==> src/rtl/serial_adder_pkg.sv <==
// Shared state encoding and parameter checks for serial_adder.
// Optional overflow output is enabled by defining SERIAL_ADDER_OVF_EN.
package serial_adder_pkg;

  localparam logic [1:0] ST_IDLE  = 2'd0;
  localparam logic [1:0] ST_SHIFT = 2'd1;
  localparam logic [1:0] ST_DONE  = 2'd2;

  typedef enum logic [1:0] {
    S_IDLE  = ST_IDLE,
    S_SHIFT = ST_SHIFT,
    S_DONE  = ST_DONE
  } state_t;

  function automatic bit width_ok(int w);
    return (w >= 1) && (w <= 32);
  endfunction

endpackage

==> src/rtl/full_adder.sv <==
// Single-bit full adder cell used as the serial datapath slice.
// Purely combinational.
module full_adder (
  input  logic A,
  input  logic B,
  input  logic Cin,
  output logic Sum,
  output logic Cout
);

  assign Sum  = A ^ B ^ Cin;
  assign Cout = (A & B) | (Cin & (A ^ B));

endmodule

==> src/rtl/serial_adder.sv <==
// Bit-serial WIDTH-bit adder: one full_adder, one bit per clock.
// Define SERIAL_ADDER_OVF_EN to add the signed overflow output ovf.
module serial_adder #(
  parameter int WIDTH = 8
) (
  input  logic             clk,
  input  logic             rst_n,
  input  logic             start,
  input  logic [WIDTH-1:0] a,
  input  logic [WIDTH-1:0] b,
  input  logic             cin,
  output logic             busy,
  output logic             done,
  output logic [WIDTH-1:0] sum,
  output logic             cout
`ifdef SERIAL_ADDER_OVF_EN
  ,
  output logic             ovf
`endif
);

  import serial_adder_pkg::*;

  localparam int CW = (WIDTH > 1) ? $clog2(WIDTH) : 1;
  localparam int RW = (WIDTH > 1) ? WIDTH - 1 : 1;

  generate
    if (!width_ok(WIDTH)) begin : g_bad_width
      $error("serial_adder: WIDTH must be in 1..32");
    end
  endgenerate

  state_t state;
  state_t state_nx;

  logic [WIDTH-1:0] a_sh;
  logic [WIDTH-1:0] b_sh;
  logic [RW-1:0]    res_sh;
  logic [RW-1:0]    res_sh_nx;
  logic [WIDTH-1:0] res_nx;
  logic             carry;
  logic [CW-1:0]    cnt;
  logic             fa_s;
  logic             fa_c;
  logic             last;

  full_adder u_fa (
    .A   (a_sh[0]),
    .B   (b_sh[0]),
    .Cin (carry),
    .Sum (fa_s),
    .Cout(fa_c)
  );

  assign last = (cnt == CW'(WIDTH - 1));

  // Only the upper WIDTH-1 result bits need storage; the
  // newest bit comes straight from the adder on the last edge.
  generate
    if (WIDTH == 1) begin : g_w1
      assign res_nx    = fa_s;
      assign res_sh_nx = res_sh;
    end else begin : g_wn
      assign res_nx    = {fa_s, res_sh};
      assign res_sh_nx = res_nx[WIDTH-1:1];
    end
  endgenerate

  always_comb begin
    state_nx = state;
    unique case (state)
      S_IDLE:  if (start) state_nx = S_SHIFT;
      S_SHIFT: if (last)  state_nx = S_DONE;
      S_DONE:  state_nx = S_IDLE;
      default: state_nx = S_IDLE;
    endcase
  end

  always_ff @(posedge clk) begin
    if (!rst_n) state <= S_IDLE;
    else        state <= state_nx;
  end

  always_ff @(posedge clk) begin
    if (!rst_n) begin
      a_sh   <= '0;
      b_sh   <= '0;
      res_sh <= '0;
      carry  <= 1'b0;
      cnt    <= '0;
      sum    <= '0;
      cout   <= 1'b0;
`ifdef SERIAL_ADDER_OVF_EN
      ovf    <= 1'b0;
`endif
    end else begin
      unique case (state)
        S_IDLE: begin
          if (start) begin
            a_sh  <= a;
            b_sh  <= b;
            carry <= cin;
            cnt   <= '0;
          end
        end
        S_SHIFT: begin
          a_sh   <= a_sh >> 1;
          b_sh   <= b_sh >> 1;
          res_sh <= res_sh_nx;
          carry  <= fa_c;
          cnt    <= cnt + CW'(1);
          if (last) begin
            sum  <= res_nx;
            cout <= fa_c;
`ifdef SERIAL_ADDER_OVF_EN
            ovf  <= carry ^ fa_c;
`endif
          end
        end
        default: ;
      endcase
    end
  end

  assign busy = (state != S_IDLE);
  assign done = (state == S_DONE);

endmodule

==> config.mk <==
export PLATFORM = sky130hd
export DESIGN_NAME = serial_adder
export DESIGN_NICKNAME = d
export VERILOG_FILES = /design/src/rtl/serial_adder_pkg.sv /design/src/rtl/full_adder.sv /design/src/rtl/serial_adder.sv
export SDC_FILE = /design/constraint.sdc
export NUM_CORES = 1
export LEC_CHECK = 0
export BUFFER_PORTS_ARGS = -buffer_cell sky130_fd_sc_hd__buf_4
export CORE_MARGIN = 2
export CORE_UTILIZATION = 49
export CTS_BUF_LIST = sky130_fd_sc_hd__clkbuf_8
export DETAILED_ROUTE_END_ITERATION = 10
export HOLD_SLACK_MARGIN = 0.1
export PLACE_DENSITY = 0.72
export SETUP_SLACK_MARGIN = 0.05
export SLEW_MARGIN = 20
export SYNTH_ARGS = -nofsm -noshare
export SYNTH_HDL_FRONTEND = slang
export SYNTH_SLANG_ARGS = --single-unit
==> constraint.sdc <==
create_clock -name clk -period 1.26 [get_ports clk]
set_input_delay 0.189 -clock clk [delete_from_list [all_inputs] [get_ports clk]]
set_output_delay 0.189 -clock clk [all_outputs]
set_load 0.02 [all_outputs]
-- Yosys cells after proc, flatten, opt, wreduce, memory -nomap -nowiden
Cells that the tools add are included.
- output and inout bits: 11
- bits of input ports: 20
- logic and storage cells: 36
- bits in registers: 38
- add/sub/neg operators: 1
- reductions and logical operators: 6
- bitwise logic cells: 5
- muxes and demuxes: 11
- eq/ne operators: 5
- operators by type and width (kind ; number):
    one-hot mux 8 bit (2 select lines) ; 2
    2-to-1 mux 8 bit ; 2
    one-hot mux 3 bit (2 select lines) ; 1
    AND reduction 2 bit ; 3
    2-to-1 mux 2 bit ; 2
    != test 2 bit (second input constant) ; 2
    one-hot mux 2 bit (2 select lines) ; 1
    nonzero test 2 bit ; 2
    adder 3 x 1 -> 3 bit (second input constant) ; 1
    == test 3 bit (second input constant) ; 1
    2-to-1 mux 3 bit ; 1
    AND 1 bit ; 2
    == test 2 x 1 -> 1 bit (second input constant) ; 1
    == test 2 bit (second input constant) ; 1
    zero test 2 bit ; 1
    one-hot mux 1 bit (2 select lines) ; 1
    XOR 1 bit ; 2
    2-to-1 mux 1 bit ; 1
    OR 1 bit ; 1

-- Depth between registers and ports, before layout
Gate-level depths: netlist of the first run.
- depth after elaboration: 4
- mapped depth: 6
- gate-level depth less buffers: 5

-- By module
From an unflattened synthesis of the first run, not the netlist that was laid out.
- cell total of the unflattened synthesis: 171
- area, all modules: 1620.3 um2
- modules (own cells, without submodules) (module ; area each (um2) ; instances ; cells each):
    serial_adder ; 1600.3 ; 1 ; 170
    full_adder ; 20.0 ; 1 ; 1

-- Worst setup path before layout of the first run
Ideal clock, no wire load.
- path kind: reg2reg
- from: reg state[0]
- to: reg a_sh[0]
- data arrival time: 1.227 ns
- slack: -0.084 ns
- data required time: 1.143 ns
- stages on the path, launching flop included: 7
- period minus slack after synthesis: 1.344 ns
- cells stage by stage: dfxtp_1 > buf_6 > or3b_1 > buf_6 > buf_12 > o221ai_2 > nor2_1
- word-level cells in the longest chain between the ends: 3
- elaborated cells between the ends (all ways): 6
- classes of those cells: eq/ne: 2; mux: 1; reduce/logical: 3
- ends and longest elaborated chain (element ; line ; text):
    from (decl) ; serial_adder.sv:33 ; state_t state;
    from (signal assigned) ; serial_adder.sv:81 ; else state <= state_nx;
    == test 2 x 1 -> 1 bit or zero test 2 bit (tied branches) ; serial_adder.sv:97 ; unique case (state)
    nonzero test 2 bit (no line) or != test 2 bit (tied branches) ; -- ;
    AND reduction 2 bit (no line) ; -- ;
    to (signal assigned) ; serial_adder.sv:107 ; a_sh <= a_sh >> 1;
    to (decl) ; serial_adder.sv:36 ; logic [WIDTH-1:0] a_sh;
Several ways; a longest one is shown, not always the timed one.
A chain may end at the register's enable or synchronous reset.

-- Worst setup path after layout of the first run
- from: reg state[0]
- to: reg sum[3]
- word-level cells in the longest chain between the ends: 2
- ends and longest elaborated chain (element ; line ; text):
    == test 2 x 1 -> 1 bit ; serial_adder.sv:97 ;
    AND reduction 2 bit (no line) ; -- ;
    to (signal assigned) ; serial_adder.sv:113 ; sum <= res_nx;
    to (decl) ; serial_adder.sv:14 ; output logic [WIDTH-1:0] sum,
Every way passes these cells.

==> impl_metrics.tcl, run 1 <==
set metrics [dict create \
    wl_mm 4.16 \
    antenna_found_initial 0 \
    pwr-share-seq_pct 51.2 \
    avgSynthCellArea_um2 9.48 \
    syn2layout_area_growth_pct 46.7 \
    r2r-start "state[0]" \
    num_vias 1426 \
    grt_pass1_wl_mm 5.75 \
    grt_max_degree 39 \
    postRouteAntennaNets 0 \
    cts_buffers 5 \
    initial_core_util_pct 52.2 \
    setup_viol 6 \
    power.internal_mw 1.91 \
    fin_ws_ps -39.5 \
    placementRows 20 \
    pwr-share-clk_pct 32.2 \
    reg2reg_setup_slack_ps -40 \
    syn_inst 171 \
    cts_tree "done" \
    ys_seq_area_share_pct 46.9 \
    cts_hold_buffers 0 \
    synthFlopType "dfxtp_1" \
    finClkSkew_ps 4.01 \
    grt_pass1_vias 1289 \
    r2r_cells 7 \
    pwr-share-comb_pct 16.7 \
    grtUsageTotal_pct 21.4 \
    wl_per_cell_um 16.0 \
    routabilityCongestion 0.701 \
    min_period_over_period_pct 103 \
    endpoint "sum[3]" \
    status "complete, but fails checks" \
    fmax_mhz 770 \
    r2r-end "sum[3]" \
    cp_max_fo 5 \
    slew_headroom_pct 71.5 \
    htreeDepth 2 \
    drv_slew 0 \
    io_buffers 30 \
    syn_nets 194 \
    syn_area_mm2 0.00162 \
    cap_violations 0 \
    first_pass_iters 4 \
    endpoint_kind "register" \
    p_per_area_mw_per_mm2 1070 \
    antenna_cells 0 \
    post-place-ws_ps -52.1 \
    drt-initial-drc-count 62 \
    cts.clk_slew.worst_paths_ps 70 \
    fp.dieH_um 61.5 \
    worst-setup-path-type "register to register" \
    grt_overflow_total 0 \
    cts_max_path_buffers 2 \
    arrival_ps 1510 \
    place_hpwl_mm 2.15 \
    nNetsFinal 241 \
    ios 31 \
    synth_top_area_cell "dfxtp_1" \
    core_mm2 0.00310 \
    synth_edf_count 0 \
    leakagePower_nw 0.932 \
    synthTopCellsByArea "dfxtp_1, o221ai_2, a21boi_0, nor2_1, nand2_1" \
    power_switching_uw 642 \
    worst_pin_slew_ps 428 \
    violations "setup timing" \
    fillCellCount 222 \
    final.min_clock_period_ps 1300 \
    vdd_drop_max_v 0.000771 \
    drive_gt1_share_pct 53.9 \
    ys_ff_latch 38 \
    die_w_um 61.5 \
    dieArea_mm2 0.00378 \
    clk_latency_ps 290 \
    yosysTopAreaCellShare_pct 46.9 \
    p_sw_share_pct 25.1 \
    root_buffer "clkbuf_8" \
    start_kind "register" \
    clock_sinks 38 \
    async_flop_share_pct 0 \
    drt-vias-per-instance 5.46 \
    finalHoldViolations 0 \
    rsz0062_at_grt "true" \
    hold_class "input port to register" \
    post-route-util_pct 76.6 \
    yosysWarnings 0 \
    critical_path.startpoint "state[0]" \
    drc 0 \
    synth_cell_types 26 \
    required_ps 1470 \
]
worst max-delay path, cell delays in order, from the launching register on:
cell and delay (ps):
dfxtp_2 330, buf_6 120, buf_4 130, buf_4 120
nand3b_1 140, buf_6 160, nand2_2 60, a21boi_1 170
worst min path at each step:
| stage | from | to | slack (ps) | cells past startpoint |
|---|---|---|---|---|
| detailed placement | sum[0] | sum[0] | 460 | 2 |
| finish | b[4] | b_sh[4] | 160 | 3 |
| global placement | sum[7] | sum[7] | 450 | 2 |
| floorplan | a[7] | a_sh[7] | 360 | 2 |
| global route | b[0] | b_sh[0] | 170 | 3 |
| CTS | b[7] | b_sh[7] | 170 | 3 |
sequential cells by signal (all words and copies together), names as in the netlist:
name,flops
sum,8
carry,1
a_sh,8
cnt,3
res_sh,7
b_sh,8
cout,1
state,2
cells in the mapped netlist, types with 2 or more instances:
| master | number |
|---|---|
| nand2_1 | 23 |
| nor3b_1 | 2 |
| a21boi_0 | 16 |
| o221ai_2 | 10 |
| dfxtp_1 | 38 |
| nor2_1 | 30 |
| o221ai_1 | 5 |
| ha_1 | 2 |
| nand3_1 | 9 |
| clkbuf_1 | 5 |
| a22oi_1 | 4 |
| buf_6 | 2 |
| mux2i_1 | 2 |
| nor2b_1 | 6 |
| buf_2 | 6 |
layer usage:
metal / routed length, um / track usage [%] / share of wire [%] / up-vias
met5: 0 / 0 / 0 / -
met4: 101 / 12.5 / 2.4 / 0
met3: 171 / 5.46 / 4.1 / 10
met2: 2220 / 36.4 / 53 / 42
met1: 1670 / 24.0 / 40 / 690
li1: - / - / - / 684
power by group through the flow:
stage | sequential, mW | combinational [mW] | clock, mW
2_1_floorplan | 1.31 | 0.203 | 0
3_3_place_gp | 1.32 | 0.285 | 0
3_5_place_dp | 1.32 | 0.296 | 0
4_1_cts | 1.30 | 0.356 | 0.827
5_1_grt | 1.31 | 0.455 | 0.894
6_report | 1.31 | 0.426 | 0.821
repair_timing:
action,in CTS,in global routing
cloned,2,3
pin swaps,6,26
gates resized for setup,31,55
buffers inserted,8,1
setup endpoints to repair,18,40
layout make-up:
cell class	instances	area, um2	area share [%]
clock buffers	6	82.6	3.47
inverters	1	3.75	0.158
multi-input cells	118	956	40.2
flip-flops and latches	38	767	32.3
well taps	44	55.1	2.32
repair buffers	54	513	21.6
per-stage QoR:
step	hold WS, ps	setup TNS, ps	cells	power [mW]	instance area (um2)
after global placement	451	0	241	1.61	1900
after global routing	165	-649	261	2.66	2380
final	165	-118	261	2.55	2380
after floorplan	360	-698	171	1.52	1620
after detailed placement	458	-340	241	1.62	1900
after CTS	171	-20.3	257	2.48	2150
cell usage in the layout (no fill, tap or decap), drive strengths merged:
cell / count
a21boi: 16
a22oi: 4
and2: 1
and3: 1
buf: 53
clkbuf: 7
dfxtp: 38
fa: 1
ha: 2
inv: 1
mux2i: 2
nand2: 23
nand2b: 1
nand3: 9
nand3b: 1
nor2: 30
nor2b: 6
nor3b: 2
o21ba: 1
o21bai: 1
o221ai: 15
or2: 1
or3b: 1
kinds of logic (layout without fill, tap and decap cells):
family | count (synthesis) | after routing | synth area share [%]
fa+ha+maj | 3 | 3 | 2.78
buf+inv | 15 | 61 | 5.87
compound gates | 37 | 37 | 22.3
mux | 2 | 2 | 1.24
simple gates | 76 | 76 | 20.9
flops | 38 | 38 | 46.9
Power figures use the tool's default switching activity.
==> run 2: changes to the inputs <==
Settings changed: CORE_UTILIZATION 49 to 48, CTS_BUF_LIST sky130_fd_sc_hd__clkbuf_8 to not set, PLACE_DENSITY 0.72 to 0.7.
==> impl_metrics.tcl, run 2 (synthesis results as in run 1) <==
set metrics [dict create \
    min_period_over_period_pct 108 \
    fillCellCount 257 \
    min_path_cells 3 \
    required_ps 1070 \
    worst-setup-path-type "register to primary output" \
    fin_ws_ps -98.5 \
    antenna_cells 0 \
    fp.dieH_um 62.1 \
    core_mm2 0.00328 \
    grt_pass1_vias 1235 \
    io_buffers 30 \
    drive_gt1_share_pct 41.1 \
    start_kind "register" \
    clock_sinks 38 \
    grt_overflow_total 0 \
    cp_max_fo 5 \
    grt_max_degree 39 \
    dieArea_mm2 0.00386 \
    rsz0062_at_grt "true" \
    htreeDepth 2 \
    die_w_um 62.1 \
    finClkSkew_ps 16.1 \
    first_pass_iters 5 \
    wl_mm 3.51 \
    place_hpwl_mm 2.16 \
    cp_common_cell "buf_6" \
    setup_viol 3 \
    leakagePower_nw 0.882 \
    drt-initial-drc-count 69 \
    final.min_clock_period_ps 1360 \
    ios 31 \
    hold_class "input port to register" \
    post-place-ws_ps -34.7 \
    grtUsageTotal_pct 18.1 \
    num_vias 1338 \
    fmax_mhz 736 \
    status "complete, but fails checks" \
    routabilityCongestion 0.722 \
    drc 0 \
    slowest_stage "dfxtp_2" \
    min_to "a_sh[7]" \
    reg_top3 "a_sh: 8 flops, b_sh: 8 flops, sum: 8 flops" \
    wl_per_cell_um 13.5 \
    layout_common_cells "buf_4, dfxtp_1, nor2_1" \
    violations "setup timing" \
    crit_family "flip-flops" \
    path_cells "buf_6, or2_4, buf_6" \
    reg2reg_setup_slack_ps -10 \
    root_buffer "clkbuf_4" \
    cts_buffers 5 \
    drv_slew 0 \
    postRouteAntennaNets 0 \
    p_per_area_mw_per_mm2 1140 \
    antenna_found_initial 0 \
    slowest_delay_ps 360 \
    hp-start "a[7]" \
    final_common_cell "buf_4" \
    slew_headroom_pct 72.9 \
    endpoint_kind "primary output" \
    cts_max_path_buffers 2 \
    arrival_ps 1170 \
    nNetsFinal 237 \
    path_buf_inv 2 \
    cts.clk_slew.worst_paths_ps 110 \
    clk_latency_ps 340 \
    placementRows 21 \
    cap_violations 0 \
    syn2layout_area_growth_pct 36.2 \
    finalHoldViolations 0 \
    grt_pass1_wl_mm 5.55 \
    r2r_cells 7 \
    r2r-end "res_sh[6]" \
    worst_pin_slew_ps 407 \
    initial_core_util_pct 49.3 \
    r2r-start "state[1]" \
    vdd_drop_max_v 0.000765 \
    p_total_mw 2.51 \
    cts_tree "done" \
    drt-vias-per-instance 5.15 \
]
[run 2: worst min-delay path: stages]
cell and delay, ps:
buf_4 80, a22oi_1 50, nor2b_1 90
[run 2: area by class of cell]
cell class / count / area [um2] / area share [%]
Clock inverter: 1 / 30.0 / 1.36
Tap cell: 46 / 57.6 / 2.61
Timing Repair Buffer: 50 / 428 / 19.4
Clock buffer: 6 / 51.3 / 2.32
Multi-Input combinational cell: 118 / 870 / 39.4
Sequential cell: 38 / 767 / 34.8
Inverter: 1 / 3.75 / 0.170
[run 2: worst max-delay path by stage]
stage / from / endpoint / slack, ps / cells past startpoint
after floorplan: state[0] / a_sh[0] / -70 / 6
after global placement: state[1] / cnt[0] / -20 / 4
after detailed placement: cnt[0] / sum[2] / -30 / 5
after CTS: state[1] / busy / -80 / 3
after global routing: state[1] / busy / -130 / 3
final: state[1] / busy / -100 / 3
[run 2: report_power, final]
group	switching (mW)	internal, mW	leakage (nW)
registers	0.0436	1.26	0.313
clock network	0.383	0.462	0.0443
logic	0.170	0.193	0.525
total	0.597	1.92	0.882
[run 2: repair_timing]
item	4_1_cts	5_1_grt
cloned	2	2
buffers inserted	3	4
hold buffers	0	0
pin swaps	3	13
resized for setup	17	42
endpoints found under the setup margin	26	39
[run 2: metal layers]
layer | GRT usage [%] | share of wire [%] | vias up
met2 | 30.8 | 52 | 32
met1 | 22.0 | 42 | 623
met3 | 4.17 | 4.4 | 5
met4 | 7.50 | 1.4 | 0
met5 | 0 | 0 | -
li1 | - | - | 678
[run 2: metrics by stage]
| step | hold WS [ps] | setup TNS (ps) | cells | util (%) | cell area, um2 |
|---|---|---|---|---|---|
| after CTS | 117 | -291 | 254 | 62.6 | 2060 |
| after global routing | 115 | -444 | 260 | 67.2 | 2210 |
| after global placement | 451 | -15.5 | 242 | 57.2 | 1880 |
| after detailed placement | 454 | -156 | 242 | 57.2 | 1880 |
| after floorplan | 360 | -698 | 171 | - | 1620 |
| final | 119 | -142 | 260 | 67.2 | 2210 |
==> run 3: changes to the inputs <==
Settings changed: CTS_BUF_LIST set to sky130_fd_sc_hd__clkbuf_8 sky130_fd_sc_hd__clkbuf_16.
==> impl_metrics.tcl, run 3 (synthesis results as in run 1) <==
set metrics [dict create \
    ios 31 \
    drive_gt1_share_pct 39.0 \
    path_buf_inv 2 \
    met2_usage_pct 30.7 \
    slowest_delay_ps 320 \
    endpoint_kind "primary output" \
    first_pass_iters 4 \
    root_buffer "clkbuf_8" \
    num_vias 1322 \
    cts_tree "done" \
    drc 0 \
    endpoint "busy" \
    grtUsageTotal_pct 17.6 \
    r2r-start "state[1]" \
    fillCellCount 251 \
    setup_viol 1 \
    drv_slew 0 \
    initial_core_util_pct 49.3 \
    nNetsFinal 236 \
    io_buffers 30 \
    cp_common_cell "buf_6" \
    required_ps 1070 \
    layout_common_cells "buf_4, dfxtp_1, nor2_1" \
    slew_headroom_pct 73.0 \
    routabilityCongestion 0.722 \
    reg_top3 "a_sh: 8 flops, b_sh: 8 flops, sum: 8 flops" \
    p_per_area_mw_per_mm2 1220 \
    placementRows 21 \
    cap_violations 0 \
    grt_overflow_total 0 \
    rsz0062_at_grt "true" \
    die_w_um 62.1 \
    fmax_mhz 773 \
    r2r_cells 7 \
    drt-vias-per-instance 5.10 \
    vdd_drop_max_v 0.000767 \
    final_common_cell "buf_4" \
    drt-initial-drc-count 41 \
    syn2layout_area_growth_pct 36.1 \
    wl_mm 3.36 \
    clock_sinks 38 \
    p_total_mw 2.70 \
    grt.busiest_layer "met2" \
    htreeDepth 2 \
    cts_hold_buffers 0 \
    start_kind "register" \
    finClkSkew_ps 9.59 \
    fp.dieH_um 62.1 \
    crit_family "flip-flops" \
    cts.clk_slew.worst_paths_ps 60 \
    grt_pass1_wl_mm 5.38 \
    hp-start "a[7]" \
    wl_per_cell_um 13.0 \
    slowest_stage "dfxtp_2" \
    r2r-end "res_sh[3]" \
    grt_max_degree 39 \
    final.min_clock_period_ps 1290 \
    reg2reg_setup_slack_ps 0 \
    hold_class "input port to register" \
    use_met3_pct 6.52 \
    whs_ps 167 \
    status "complete, but fails checks" \
    antenna_cells 0 \
    cp_max_fo 8 \
    postRouteAntennaNets 0 \
    critical_path.startpoint "state[0]" \
    fin_ws_ps -34.2 \
    multi_input_area_um2 853 \
    arrival_ps 1110 \
    antenna_found_initial 0 \
    finalHoldViolations 0 \
    violations "setup timing" \
    worst-setup-path-type "register to primary output" \
    worst_pin_slew_ps 404 \
    leakagePower_nw 0.874 \
    place_hpwl_mm 2.16 \
    cts_max_path_buffers 2 \
    grt_pass1_vias 1223 \
    use_met1_pct 19.7 \
    path_cells "buf_6, or2_4, buf_6" \
    dieArea_mm2 0.00386 \
    min_period_over_period_pct 103 \
    cp.depth 3 \
    layout.area.seq_um2 766 \
    core_mm2 0.00328 \
    clk_latency_ps 290 \
    cts_buffers 5 \
]
## run 3: where the power goes
group          internal, mW  leakage, nW  switching, mW
combinational         0.186        0.504          0.165
clock                 0.633       0.0573          0.411
sequential             1.26        0.312         0.0439
## run 3: area by class of cell
cell class,instances,share of cell area [%]
Multi-Input combinational cell,118,38.7
Sequential cell,38,34.7
Timing Repair Buffer,49,18.7
Clock buffer,6,3.75
Tap cell,46,2.61
Clock inverter,1,1.36
Inverter,1,0.170
## run 3: worst reg2reg max path: stages, from the launching register on
cell and delay (ps):
dfxtp_2 330, buf_6 120, buf_4 130, nor2b_2 170, buf_6 160, buf_4 110
nand2_1 40, a21boi_0 130
## run 3: what timing repair did
item | in CTS | in global routing
setup buffers | 4 | 4
pin swaps | 2 | 11
resized for setup | 9 | 29
cloned | 0 | 2
setup endpoints to repair | 26 | 39
## run 3: worst min path at each step
stage,slack [ps],cells past startpoint,end
5_1_grt,170,3,a_sh[7]
3_3_place_gp,450,2,sum[7]
2_1_floorplan,360,2,a_sh[7]
4_1_cts,160,3,a_sh[7]
3_5_place_dp,450,3,b_sh[7]
6_report,170,3,a_sh[7]
## run 3: through the flow
step | TNS [ps] | utilization (%) | std cells | worst slack (ps) | area (um2)
3_5_place_dp | -156 | 57.2 | 242 | -34.7 | 1880
4_1_cts | -174 | 62.4 | 253 | -47.9 | 2050
6_report | -34.2 | 67.1 | 259 | -34.2 | 2200
2_1_floorplan | -698 | - | 171 | -69.8 | 1620
3_3_place_gp | -15.5 | 57.2 | 242 | -15.5 | 1880
5_1_grt | -676 | 67.1 | 259 | -78.2 | 2200
## run 3: layer usage
layer	up-vias	wire, um
met2	28	1730
met4	0	72
met3	7	151
met5	-	0
li1	674	-
met1	613	1410
